===== config.mk =====
export PLATFORM = sky130hd
export DESIGN_NAME = serdes_eye_window_search
export DESIGN_NICKNAME = d
export VERILOG_FILES = /design/src/rtl/serdes_eye_window_search.sv
export SDC_FILE = /design/constraint.sdc
export NUM_CORES = 1
export LEC_CHECK = 0
export ABC_AREA = 1
export ABC_CLOCK_PERIOD_IN_PS = 5040
export CORE_UTILIZATION = 57
export CTS_CLUSTER_DIAMETER = 60
export DETAILED_ROUTE_END_ITERATION = 10
export PLACE_DENSITY = 0.84
export SYNTH_ARGS = -nofsm -noshare
export SYNTH_HDL_FRONTEND = slang
export SYNTH_SLANG_ARGS = --single-unit

===== constraint.sdc =====
create_clock -name px_clk -period 5.04 [get_ports px_clk]
set_input_delay 1.008 -clock px_clk [delete_from_list [all_inputs] [get_ports px_clk]]
set_output_delay 1.008 -clock px_clk [all_outputs]
set_load 0.01 [all_outputs]

===== src/rtl/serdes_eye_window_search.sv =====
// Lock-mask eye search for one SERDES lane: scans every bitslip's delay-tap pass
// mask for its longest passing window and reports the widest eye and lock status.
module serdes_eye_window_search #(
    parameter int    MASK_W   = 32,
    parameter int    NUM_SLIP = 12,
    parameter int    ADDR_W   = 4,
    parameter int    READ_LAT = 1,
    parameter int    WRAP_EN  = 0,
    parameter string DEBUG    = "FALSE"
) (
    input  logic              px_clk,
    input  logic              px_reset,
    input  logic [7:0]        EYE_RANGE,
    input  logic              start,
    output logic              busy_out,
    input  logic [MASK_W-1:0] lock_mask_din,
    output logic [ADDR_W-1:0] lock_mask_raddr_out,
    output logic              lock_mask_ren_out,
    output logic [7:0]        delay_min_dout,
    output logic [7:0]        delay_max_dout,
    output logic [7:0]        delay_range_dout,
    output logic [ADDR_W-1:0] delay_data_waddr_out,
    output logic              delay_data_we_out,
    output logic [7:0]        best_delay_out,
    output logic [7:0]        best_slip_out,
    output logic [7:0]        best_range_out,
    output logic              lock_out,
    output logic              done_out
);

    localparam int                SCAN_LEN  = MASK_W * (1 + WRAP_EN);
    localparam logic [8:0]        LAST_IDX  = 9'(SCAN_LEN - 1);
    localparam logic [8:0]        MASK_W9   = 9'(MASK_W);
    localparam logic [7:0]        MASK_W8   = 8'(MASK_W);
    localparam logic [7:0]        LAST_WAIT = 8'(READ_LAT - 1);
    localparam logic [ADDR_W-1:0] LAST_SLIP = ADDR_W'(NUM_SLIP - 1);
    localparam logic [MASK_W-1:0] ONE_TAP   = MASK_W'(1);

    typedef enum logic [2:0] {IDLE, ADDR, WAIT, LOAD, SCAN, WRITE, EVAL, DONE} state_t;

    state_t            r_state, w_stateN;
    logic [ADDR_W-1:0] r_slip, w_slipN;
    logic [7:0]        r_waitCnt, w_waitCntN;
    logic [MASK_W-1:0] r_mask, w_maskN;
    logic [8:0]        r_idx, w_idxN;
    logic [7:0]        r_curStart, w_curStartN, r_curLen, w_curLenN;
    logic [7:0]        r_winStart, w_winStartN, r_winLen, w_winLenN;
    logic              r_busy, w_busyN, r_ren, w_renN, r_we, w_weN;
    logic              r_lock, w_lockN, r_done, w_doneN;
    logic [ADDR_W-1:0] r_raddr, w_raddrN, r_waddr, w_waddrN;
    logic [7:0]        r_dmin, w_dminN, r_dmax, w_dmaxN, r_drange, w_drangeN;
    logic [7:0]        r_bestDelay, w_bestDelayN, r_bestSlip, w_bestSlipN;
    logic [7:0]        r_bestRange, w_bestRangeN;

    logic [8:0] w_bitPos;
    logic       w_bit;
    logic [7:0] w_scanStart, w_scanLen;
    logic [7:0] w_endSum, w_delayMax, w_ctrSum, w_center, w_bestRangeUpd;
    logic       w_takeBest;

    // In circular mode the second pass re-reads the mask so windows can cross tap 0.
    assign w_bitPos = (r_idx < MASK_W9) ? r_idx : r_idx - MASK_W9;
    assign w_bit    = |(r_mask & (ONE_TAP << w_bitPos));

    assign w_endSum   = r_winStart + r_winLen - 8'd1;
    assign w_delayMax = (r_winLen == 8'd0) ? 8'd0 :
                        (w_endSum >= MASK_W8) ? w_endSum - MASK_W8 : w_endSum;
    assign w_ctrSum   = r_dmin + {1'b0, r_drange[7:1]};
    assign w_center   = (w_ctrSum >= MASK_W8) ? w_ctrSum - MASK_W8 : w_ctrSum;

    assign w_takeBest     = (r_drange > r_bestRange);
    assign w_bestRangeUpd = w_takeBest ? r_drange : r_bestRange;

    always_comb begin
        w_scanStart = r_curStart;
        w_scanLen   = r_curLen;
        if (w_bit) begin
            // A run may only open on the first pass; the wrap pass only extends it.
            if (r_curLen == 8'd0) begin
                if (r_idx < MASK_W9) begin
                    w_scanStart = r_idx[7:0];
                    w_scanLen   = 8'd1;
                end
            end else if (r_curLen < MASK_W8) begin
                w_scanLen = r_curLen + 8'd1;
            end
        end else begin
            w_scanLen = 8'd0;
        end
    end

    always_comb begin
        w_stateN     = r_state;
        w_slipN      = r_slip;
        w_waitCntN   = r_waitCnt;
        w_maskN      = r_mask;
        w_idxN       = r_idx;
        w_curStartN  = r_curStart;
        w_curLenN    = r_curLen;
        w_winStartN  = r_winStart;
        w_winLenN    = r_winLen;
        w_busyN      = r_busy;
        w_renN       = 1'b0;
        w_weN        = 1'b0;
        w_doneN      = 1'b0;
        w_lockN      = r_lock;
        w_raddrN     = r_raddr;
        w_waddrN     = r_waddr;
        w_dminN      = r_dmin;
        w_dmaxN      = r_dmax;
        w_drangeN    = r_drange;
        w_bestDelayN = r_bestDelay;
        w_bestSlipN  = r_bestSlip;
        w_bestRangeN = r_bestRange;
        case (r_state)
            IDLE: begin
                if (start) begin
                    w_busyN      = 1'b1;
                    w_bestDelayN = 8'd0;
                    w_bestSlipN  = 8'd0;
                    w_bestRangeN = 8'd0;
                    w_lockN      = 1'b0;
                    w_slipN      = '0;
                    w_stateN     = ADDR;
                end
            end
            ADDR: begin
                w_raddrN   = r_slip;
                w_renN     = 1'b1;
                w_waitCntN = 8'd0;
                w_stateN   = WAIT;
            end
            WAIT: begin
                if (r_waitCnt == LAST_WAIT) w_stateN = LOAD;
                else                        w_waitCntN = r_waitCnt + 8'd1;
            end
            LOAD: begin
                w_maskN     = lock_mask_din;
                w_idxN      = 9'd0;
                w_curStartN = 8'd0;
                w_curLenN   = 8'd0;
                w_winStartN = 8'd0;
                w_winLenN   = 8'd0;
                w_stateN    = SCAN;
            end
            SCAN: begin
                w_curStartN = w_scanStart;
                w_curLenN   = w_scanLen;
                if (w_scanLen > r_winLen) begin
                    w_winStartN = w_scanStart;
                    w_winLenN   = w_scanLen;
                end
                w_idxN = r_idx + 9'd1;
                if (r_idx == LAST_IDX) w_stateN = WRITE;
            end
            WRITE: begin
                w_dminN   = r_winStart;
                w_drangeN = r_winLen;
                w_dmaxN   = w_delayMax;
                w_waddrN  = r_slip;
                w_weN     = 1'b1;
                w_stateN  = EVAL;
            end
            EVAL: begin
                if (w_takeBest) begin
                    w_bestRangeN = r_drange;
                    w_bestSlipN  = 8'(r_slip);
                    w_bestDelayN = w_center;
                end
                if (r_slip == LAST_SLIP) begin
                    w_lockN  = (w_bestRangeUpd >= EYE_RANGE) && (w_bestRangeUpd != 8'd0);
                    w_doneN  = 1'b1;
                    w_stateN = DONE;
                end else begin
                    w_slipN  = r_slip + 1'b1;
                    w_stateN = ADDR;
                end
            end
            DONE: begin
                w_busyN  = 1'b0;
                w_stateN = IDLE;
            end
            default: w_stateN = IDLE;
        endcase
    end

    always_ff @(posedge px_clk) begin
        if (px_reset) begin
            r_state     <= IDLE;
            r_slip      <= '0;
            r_waitCnt   <= 8'd0;
            r_mask      <= '0;
            r_idx       <= 9'd0;
            r_curStart  <= 8'd0;
            r_curLen    <= 8'd0;
            r_winStart  <= 8'd0;
            r_winLen    <= 8'd0;
            r_busy      <= 1'b0;
            r_ren       <= 1'b0;
            r_we        <= 1'b0;
            r_lock      <= 1'b0;
            r_done      <= 1'b0;
            r_raddr     <= '0;
            r_waddr     <= '0;
            r_dmin      <= 8'd0;
            r_dmax      <= 8'd0;
            r_drange    <= 8'd0;
            r_bestDelay <= 8'd0;
            r_bestSlip  <= 8'd0;
            r_bestRange <= 8'd0;
        end else begin
            r_state     <= w_stateN;
            r_slip      <= w_slipN;
            r_waitCnt   <= w_waitCntN;
            r_mask      <= w_maskN;
            r_idx       <= w_idxN;
            r_curStart  <= w_curStartN;
            r_curLen    <= w_curLenN;
            r_winStart  <= w_winStartN;
            r_winLen    <= w_winLenN;
            r_busy      <= w_busyN;
            r_ren       <= w_renN;
            r_we        <= w_weN;
            r_lock      <= w_lockN;
            r_done      <= w_doneN;
            r_raddr     <= w_raddrN;
            r_waddr     <= w_waddrN;
            r_dmin      <= w_dminN;
            r_dmax      <= w_dmaxN;
            r_drange    <= w_drangeN;
            r_bestDelay <= w_bestDelayN;
            r_bestSlip  <= w_bestSlipN;
            r_bestRange <= w_bestRangeN;
        end
    end

    assign busy_out             = r_busy;
    assign lock_mask_raddr_out  = r_raddr;
    assign lock_mask_ren_out    = r_ren;
    assign delay_min_dout       = r_dmin;
    assign delay_max_dout       = r_dmax;
    assign delay_range_dout     = r_drange;
    assign delay_data_waddr_out = r_waddr;
    assign delay_data_we_out    = r_we;
    assign best_delay_out       = r_bestDelay;
    assign best_slip_out        = r_bestSlip;
    assign best_range_out       = r_bestRange;
    assign lock_out             = r_lock;
    assign done_out             = r_done;

    generate
        if (DEBUG == "TRUE") begin : g_debug
            (* mark_debug = "true" *) logic [2:0]        r_dbgState;
            (* mark_debug = "true" *) logic [ADDR_W-1:0] r_dbgSlip;
            (* mark_debug = "true" *) logic [7:0]        r_dbgWinLen;
            always_ff @(posedge px_clk) begin
                r_dbgState  <= r_state;
                r_dbgSlip   <= r_slip;
                r_dbgWinLen <= r_winLen;
            end
        end
    endgenerate

endmodule


==> impl_metrics.toml, run 1 <==
[route]
drtAntennaViolNets = 0
totalWireLength_um = 17800
drt_iter0_markers = 560
wl_per_cell_um = 13.4
remaining_drc_errors = 0
vias = 7195
vias_per_cell = 5.43
drtPass1Iterations = 5

[synthesis]
yosysWarnings = 0
synth-seq-cells = 145
yosysSeqAreaShare_pct = 38.0
ys.flop_type = "dfxtp_1"
syn-instance-count = 1056
syn_area_um2 = 7640
synth-edff-count = 0
synth.avg_cell_area_um2 = 7.23
yosys.cell_types.count = 50
async_flop_share_pct = 0

[layout]
finalNonFillerCells = 1325
multi_input_area_um2 = 4020
fin_nets = 1239
seqCellArea_um2 = 2900
diodes = 0
area_growth_pct = 21.5
final_layout_size_suffix_gt1_share_pct = 6.59
n_fill_cell = 1009

[clock_network]
insertion_delay_ps = 430
path_clk_slew_ps = 60
cts_tree = "done"
htree_levels = 4
ctsHoldBuffers = 0
cts_root_buffer = "clkbuf_16"
post-cts-setup-buffers = 0
cts_buffers = 17
numClockSinks = 145
cts_buffer_depth = 2
cts_resized = 0

[grt]
grt_overflow = 0
track_usage_pct = 26.8
grt_pass1_wl_um = 30700
grt_max_degree = 66
antenna_found_initial = 0
grt_pass1_vias = 6695

[floorplanning]
num_rows = 41
die_h_um = 118
start_util_pct = 59.6
io_pins = 104
core_area_um2 = 12800
chipWidth_um = 118
die_area_um2 = 13900

[timing]
hold_viol_final = 0
tns_ps = 0
worst_slew_pin_slew_ps = 711
min_period_ps = 4010
slew_headroom_pct = 52.6
slew_viol_final = 0
max_freq_mhz = 249
period_share_pct = 79.5
finClkSkew_ps = 8.70
grt_setup_unrepaired = "false"
setup_violations = 0

[setup_path]
regToRegEndpoint = "r_winLen[7]"
r2r_slack_ps = 1030
crit_type = "flop to flop"
critPathMaxFanout = 32
crit_arrival_ps = 4320
r2r_cells = 24
worstSetupStartpointType = "flop"
required_ps = 5350
worstSetupEndpointType = "flop"
crit-reg2reg-launch = "r_idx[5]"

[power_and_ir_drop]
p_per_area_nw_per_um2 = 324
p_leak_nw = 3.83
ir_worst_vdd_uv = 207
total_power_mw = 3.01

[placement]
dp_cells = 1293
globalplace.congestion = 0.891
port_buffers = 99
place_hpwl_um = 12700

[run]
drv_cap = 0

[run_status]
outcome = "completed"

[hold_path]
hp-start = "r_mask[5]"
hold_depth = 2
worstHoldEndpoint = "r_mask[5]"
hold_class = "flop to flop"
where the power goes:
part           switching [mW]  internal, mW  total, mW
Clock                   0.495         0.691       1.19
Combinational           0.351         0.230      0.581
Sequential             0.0387          1.20       1.24
metal layers:
layer | wire, µm | part of all wire (%) | vias to the layer above | global-route usage (%)
li1 | - | - | 3636 | -
met4 | 439 | 2.5 | 0 | 11.5
met3 | 876 | 4.9 | 48 | 4.70
met5 | 0 | 0 | - | 0
met2 | 8220 | 46 | 203 | 42.4
met1 | 8260 | 46 | 3308 | 36.0
registers in the layout (all words and copies together), names as in the netlist:
| register | count |
|---|---|
| r_winLen | 8 |
| r_mask | 32 |
| busy_out | 1 |
| lock_mask_ren_out | 1 |
| delay_max_dout | 8 |
| r_curStart | 8 |
| lock_mask_raddr_out | 4 |
| delay_min_dout | 8 |
| r_state | 3 |
| best_slip_out | 4 |
| r_idx | 9 |
| r_winStart | 8 |
| delay_data_waddr_out | 4 |
| r_waitCnt | 8 |
| done_out | 1 |
| r_slip | 4 |
| r_curLen | 8 |
| delay_data_we_out | 1 |
| best_delay_out | 8 |
| lock_out | 1 |
| delay_range_dout | 8 |
| best_range_out | 8 |
per-stage QoR:
stage	setup WS (ps)	util [%]	cell area (µm²)	hold slack, ps
after global placement	1330	68.0	8720	440
after detailed placement	1200	68.0	8720	450
final	1030	72.4	9280	459
after global routing	613	72.4	9280	474
after floorplan	1660	-	7650	423
after CTS	1070	72.4	9280	459
worst max-delay path, stage by stage, from the launching register on:
cell and delay (ps):
dfxtp_1 350, inv_1 170, ha_1 220, nand2_2 70, nor2_2 390, nand2_1 170
nand2_4 200, nand4_1 170, nor2_1 170, nand2_1 70, nand2_1 80, nor2_1 50
nand3_2 100, nand2_4 100, nand2_8 110, inv_6 80, nor2_4 100, ha_1 240
a21oi_1 150, o21ai_0 90, a21oi_1 180, o21ai_1 100, buf_4 250, o21ai_0 230
a21oi_2 40
cell usage after synthesis, types with 2 or more instances:
cell type / n / area [µm²]
nor2_4: 7 / 78.8
nor3b_1: 3 / 22.5
nor3_1: 14 / 70.1
nand3_1: 34 / 170
inv_1: 135 / 507
a21oi_1: 122 / 611
nand2_4: 3 / 33.8
o21ai_0: 106 / 531
nor2_1: 112 / 420
ha_1: 54 / 676
a311oi_1: 2 / 17.5
nor4_1: 4 / 25.0
xor2_1: 12 / 105
nand3_2: 3 / 30.0
o21bai_1: 2 / 15.0
a221oi_1: 4 / 35.0
nand3b_1: 2 / 15.0
fa_1: 2 / 40.0
xnor2_1: 5 / 43.8
a211oi_1: 6 / 45.0
inv_2: 2 / 7.51
a31oi_1: 3 / 18.8
a22oi_1: 2 / 15.0
o21a_1: 2 / 15.0
buf_4: 4 / 30.0
nand4_1: 15 / 93.8
nor2_2: 2 / 12.5
nand2_1: 178 / 668
buf_2: 4 / 20.0
or2_2: 4 / 25.0
dfxtp_1: 145 / 2900
a21oi_2: 2 / 17.5
clkbuf_1: 37 / 139
nand2_2: 8 / 50.1
kinds of logic (layout without fill, tap and decap cells):
logic type      count (synthesis)  in the layout  share of synthesized area [%]
flops                         145            145                           38.0
fa+ha+maj                      56             56                           9.37
buf+inv                       186            280                           9.57
xor+xnor                       17             17                           1.95
other cells                     1              4                         0.0491
simple gates                  393            393                           23.0
compound gates                258            258                           18.0
layout by cell type, fill, tap and decap left out, types with 3 or more instances in the layout:
| cell | instances |
|---|---|
| a211oi_1 | 6 |
| a21oi_1 | 122 |
| a31oi_1 | 3 |
| conb_1 | 4 |
| clkinv_2 | 3 |
| xor2_1 | 12 |
| nand3_2 | 3 |
| xnor2_1 | 5 |
| nor2_1 | 111 |
| inv_1 | 135 |
| clkinvlp_4 | 5 |
| nor3b_1 | 3 |
| clkdlybuf4s50_1 | 98 |
| nor2_4 | 7 |
| or2_2 | 4 |
| nor3_1 | 14 |
| dfxtp_1 | 145 |
| a221oi_1 | 4 |
| buf_4 | 10 |
| ha_1 | 54 |
| nand2_1 | 178 |
| clkbuf_16 | 17 |
| nand2_4 | 3 |
| nand2_2 | 8 |
| nand4_1 | 15 |
| inv_6 | 3 |
| nor2_2 | 3 |
| nor4_1 | 4 |
| o21ai_0 | 105 |
| nand3_1 | 34 |
worst max path at each step:
stage | end | cells after the start | slack [ps] | from
floorplan | r_winLen[7] | 25 | 1660 | r_idx[5]
global placement | r_winLen[7] | 24 | 1330 | r_idx[5]
detailed placement | r_winLen[7] | 24 | 1200 | r_idx[5]
CTS | r_winLen[7] | 24 | 1070 | r_idx[5]
global route | r_winStart[2] | 24 | 610 | r_idx[5]
finish | r_winLen[7] | 24 | 1030 | r_idx[5]
layout make-up:
| cell class | instances | share of cell area, % |
|---|---|---|
| Inverter | 139 | 5.68 |
| Clock buffer | 20 | 4.81 |
| Tap cell | 172 | 2.32 |
| Timing Repair Buffer | 109 | 11.4 |
| Sequential cell | 145 | 31.3 |
| Clock inverter | 12 | 1.17 |
| Multi-Input combinational cell | 728 | 43.3 |
(Power assumes the default switching activity.)
==> run 2: changes to the inputs <==
Settings changed: ABC_CLOCK_PERIOD_IN_PS 5040 to 4100, CORE_UTILIZATION 57 to 55, PLACE_DENSITY 0.84 to 0.82.
Clock period 5.04 ns to 4.1 ns, I/O delays scaled along.
==> run 2 against run 1 <==
Sequential cell count unchanged. Non-clock buffer count is 1 higher. Sequential power grew 23%. Routed wire length grew 0.87%. Critical endpoint is now r_winStart[1].
==> impl_metrics.toml, run 2 (synthesized netlist as in run 1, its figures left out) <==
[timing]
slew_viol_final = 0
slew_headroom_pct = 52.6
period_share_pct = 87.1
min_period_ps = 3570
grt_setup_unrepaired = "false"
worst_slew_pin_slew_ps = 710
setup_slack_ps = 529
max_freq_mhz = 280
hold_viol_final = 0
tns_ps = 0
finClkSkew_ps = 11.5
setup_violations = 0
fin_hold_ws_ps = 459

[power_and_ir_drop]
intPower_mw = 2.75
switching_share_pct = 28.7
p_switching_mw = 1.11
p_leak_nw = 3.87
ir_worst_vdd_uv = 268
p_per_area_nw_per_um2 = 412
total_power_mw = 3.85
seqPwrFrac_pct = 39.7
pwr-share-clk_pct = 41.7
power_frac_comb_pct = 18.6

[clock_network]
post-cts-setup-buffers = 0
cts_buffer_depth = 2
path_clk_slew_ps = 60
numClockSinks = 145
htree_levels = 4
cts_buffers = 17
ctsHoldBuffers = 0
cts_tree = "done"
cts_root_buffer = "clkbuf_16"
cts_resized = 0
insertion_delay_ps = 430

[floorplanning]
start_util_pct = 57.0
chipWidth_um = 120
die_h_um = 120
io_pins = 104
core_area_um2 = 13400
num_rows = 42
die_area_um2 = 14400

[route]
drt_iter0_markers = 529
totalWireLength_um = 17900
remaining_drc_errors = 0
drtAntennaViolNets = 0
drtPass1Iterations = 5
wl_per_cell_um = 13.5
vias_per_cell = 5.40
vias = 7177

[grt]
track_usage_pct = 26.3
grt_overflow = 0
grt_pass1_vias = 6631
grt_pass1_wl_um = 30500
antenna_found_initial = 0
grt_max_degree = 66

[layout]
layout_common_cells = "178 x nand2_1, 145 x dfxtp_1, 135 x inv_1"
diodes = 0
final_common_cell = "nand2_1"
design_area_um2 = 9350
largest_register_ffs = 32
area_growth_pct = 22.4
fin_nets = 1240
top_register = "r_mask"
final_layout_size_suffix_gt1_share_pct = 6.85
n_fill_cell = 1107
reg_top3 = "r_mask x32, r_idx x9"

[setup_path]
r2r_cells = 25
r2r_slack_ps = 530
required_ps = 4400
cp_slowest_stage_delay_ps = 390
crit_type = "flop to flop"
critPathMaxFanout = 32
crit_arrival_ps = 3870
worstSetupStartpointType = "flop"
worstSetupEndpointType = "flop"
cpMaxStageDelayCell = "dfxtp_1"

[placement]
place_area_um2 = 8740
port_buffers = 99
place_ws_ps = 586
globalplace.congestion = 0.948
place_hpwl_um = 12800

[run_status]
outcome = "completed"

[hold_path]
hold_class = "flop to flop"
hold_depth = 2

[run]
drv_cap = 0
## run 2: final cells by class
type	count	area (µm²)	share of cell area, %
multi-input cells	728	4020	43.0
flip-flops and latches	145	2900	31.0
repair buffers	110	1070	11.4
inverters	139	527	5.63
clock buffers	18	439	4.70
well taps	176	220	2.35
clock inverters	14	176	1.89
## run 2: final timing paths
kind | from | endpoint
worst max register to register | r_idx[5] | r_winStart[1]
worst max-delay path | r_idx[5] | r_winStart[1]
worst min register to register | r_mask[27] | r_mask[27]
worst min-delay path | r_mask[27] | r_mask[27]
## run 2: worst max-delay path, delay by kind of cell, from the launching register on
kind,cells,cell delay [ps]
buffers and inverters,3,440
adder cells (fa/ha/maj),2,480
AO/OA/AOI/OAI,6,720
AND/OR/NAND/NOR,14,1400
flip-flops,1,390
## run 2: power groups by stage
stage	registers (mW)	clock network (mW)	logic, mW
detailed placement	1.56	0	0.712
finish	1.53	1.61	0.718
floorplan	1.55	0	0.521
CTS	1.53	1.62	0.722
global route	1.54	1.68	0.825
global placement	1.55	0	0.693
## run 2: per-layer routing
metal / up-vias / wire (µm) / GRT usage, %
met4: 0 / 264 / 8.67
met3: 24 / 954 / 4.42
met2: 225 / 8500 / 45.0
met1: 3288 / 8230 / 33.5
li1: 3640 / - / -
met5: - / 0 / 0
## run 2: metrics by stage
stage,instances,util (%)
6_report,1330,69.8
4_1_cts,1330,69.8
3_3_place_gp,1298,65.2
5_1_grt,1330,69.8
2_1_floorplan,1059,-
3_5_place_dp,1298,65.2
==> run 3: changes to the inputs <==
Settings changed: CORE_UTILIZATION 55 to 57, CTS_BUF_LIST from default to sky130_fd_sc_hd__clkbuf_2 sky130_fd_sc_hd__clkbuf_4 sky130_fd_sc_hd__clkbuf_8, PLACE_DENSITY 0.82 to 0.84.
==> run 3 against run 2 <==
Routed wire length decreased by 1.7%. Sequential share of layout area increased by 0.61 points. Sequential cell count unchanged. Clock-buffer cell count increased by 4. Clock power decreased by 24%. Core utilization increased by 1.7 points. Non-clock buffer count unchanged. First-iteration DRC count increased by 33%. Register-to-register slack got worse by 90 ps. Critical path depth increased by 1.
==> impl_metrics.toml, run 3 (synthesized netlist as in run 1, its figures left out) <==
[route]
drtPass1Iterations = 5
totalWireLength_um = 17600
remaining_drc_errors = 0
drt_iter0_markers = 701
vias_per_cell = 5.39
drtAntennaViolNets = 0
vias = 7150
wl_per_cell_um = 13.3

[grt]
grtUsageMet2_pct = 43.2
grt_use_met1_pct = 34.5
grt_pass1_vias = 6572
grt_pass1_wl_um = 30200
grt_max_degree = 65
use_met3_pct = 4.70
antenna_found_initial = 0
grt_busiest_layer = "met2"
track_usage_pct = 26.5
grt_overflow = 0

[layout]
n_fill_cell = 1080
final_common_cell = "nand2_1"
seqCellArea_um2 = 2900
largest_register_ffs = 32
top_register = "r_mask"
diodes = 0
fin_nets = 1240
area_growth_pct = 20.1
layout_common_cells = "178 x nand2_1, 145 x dfxtp_1, 135 x inv_1"
final_layout_size_suffix_gt1_share_pct = 6.85
reg_top3 = "r_mask x32, r_idx x9"
design_area_um2 = 9170
multi_input_area_um2 = 4020

[floorplanning]
io_pins = 104
chipWidth_um = 118
die_area_um2 = 13900
start_util_pct = 59.6
num_rows = 41
die_h_um = 118
core_area_um2 = 12800

[run]
drv_cap = 0

[setup_path]
worstSetupEndpointType = "flop"
worstSetupStartpointType = "flop"
cp_slowest_stage_delay_ps = 400
crit_top_cell = "nand2_1"
crit_path_start = "r_idx[5]"
required_ps = 4480
r2r_cells = 26
crit_type = "flop to flop"
r2r_slack_ps = 440
cpMaxStageDelayCell = "dfxtp_1"
crit_path_end = "r_winLen[2]"
crit_arrival_ps = 4040
regToRegEndpoint = "r_winLen[2]"
critPathMaxFanout = 32
crit-reg2reg-launch = "r_idx[5]"

[timing]
slew_viol_final = 0
worst_slew_pin_slew_ps = 1030
grt_setup_unrepaired = "false"
finClkSkew_ps = 11.1
slew_headroom_pct = 31.1
hold_viol_final = 0
tns_ps = 0
setup_slack_ps = 440
min_period_ps = 3660
max_freq_mhz = 273
period_share_pct = 89.3
setup_violations = 0
fin_hold_ws_ps = 462

[power_and_ir_drop]
p_leak_nw = 3.79
total_power_mw = 3.47
p_per_area_nw_per_um2 = 378
ir_worst_vdd_uv = 203

[clock_network]
numClockSinks = 145
cts_buffer_depth = 2
htree_levels = 4
cts_root_buffer = "clkbuf_8"
post-cts-setup-buffers = 0
path_clk_slew_ps = 80
ctsHoldBuffers = 0
insertion_delay_ps = 450
cts_resized = 0
cts_tree = "done"
cts_buffers = 17

[placement]
place_ws_ps = 521
globalplace.congestion = 0.917
place_hpwl_um = 12700
place_area_um2 = 8730
port_buffers = 99

[run_status]
outcome = "completed"

[hold_path]
hold_class = "flop to flop"
[run 3: cell count changes in the layout (fill, tap and decap cells not counted)]
cell,delta
clkbuf_8,+19
clkinv_4,-1
inv_6,-1
clkbuf_16,-17
clkinv_2,-2
clkbuf_4,+2
[run 3: where the power goes]
| group | total, mW | switching [mW] | internal [mW] |
|---|---|---|---|
| Combinational | 0.716 | 0.431 | 0.285 |
| Sequential | 1.53 | 0.0481 | 1.48 |
| Clock | 1.22 | 0.552 | 0.672 |
| Total | 3.47 | 1.03 | 2.44 |
[run 3: worst min path at each step]
stage / end / startpoint / slack [ps] / cells after the start
finish: r_mask[1] / r_mask[1] / 460 / 2
global route: r_mask[29] / r_mask[29] / 480 / 2
CTS: r_mask[1] / r_mask[1] / 460 / 2
detailed placement: r_waitCnt[7] / r_waitCnt[7] / 450 / 1
global placement: r_waitCnt[7] / r_waitCnt[7] / 440 / 1
floorplan: r_waitCnt[7] / r_waitCnt[7] / 420 / 1
[run 3: area by class of cell]
type	instances	share of cell area, %
multi-input combinational	728	43.8
sequential	145	31.7
timing repair buffer	110	11.7
inverter	139	5.74
clock buffer	22	3.17
tap	172	2.35
clock inverter	10	1.62
[run 3: routing by layer]
metal | vias up | routed length, µm
met5 | - | 0
met4 | 0 | 349
met3 | 30 | 815
met2 | 214 | 8160
met1 | 3273 | 8310
li1 | 3633 | -
[run 3: critical path: cells and delay by family, from the launching register on]
kind / cells / cell delay [ps]
flops: 1 / 400
buf+inv: 3 / 510
fa+ha+maj: 2 / 510
compound gates: 3 / 500
simple gates: 18 / 1670
[run 3: metrics by stage]
step,cells,util [%]
after detailed placement,1294,68.1
after global placement,1294,68.1
after floorplan,1059,-
after global routing,1326,71.5
final,1326,71.5
after CTS,1326,71.5
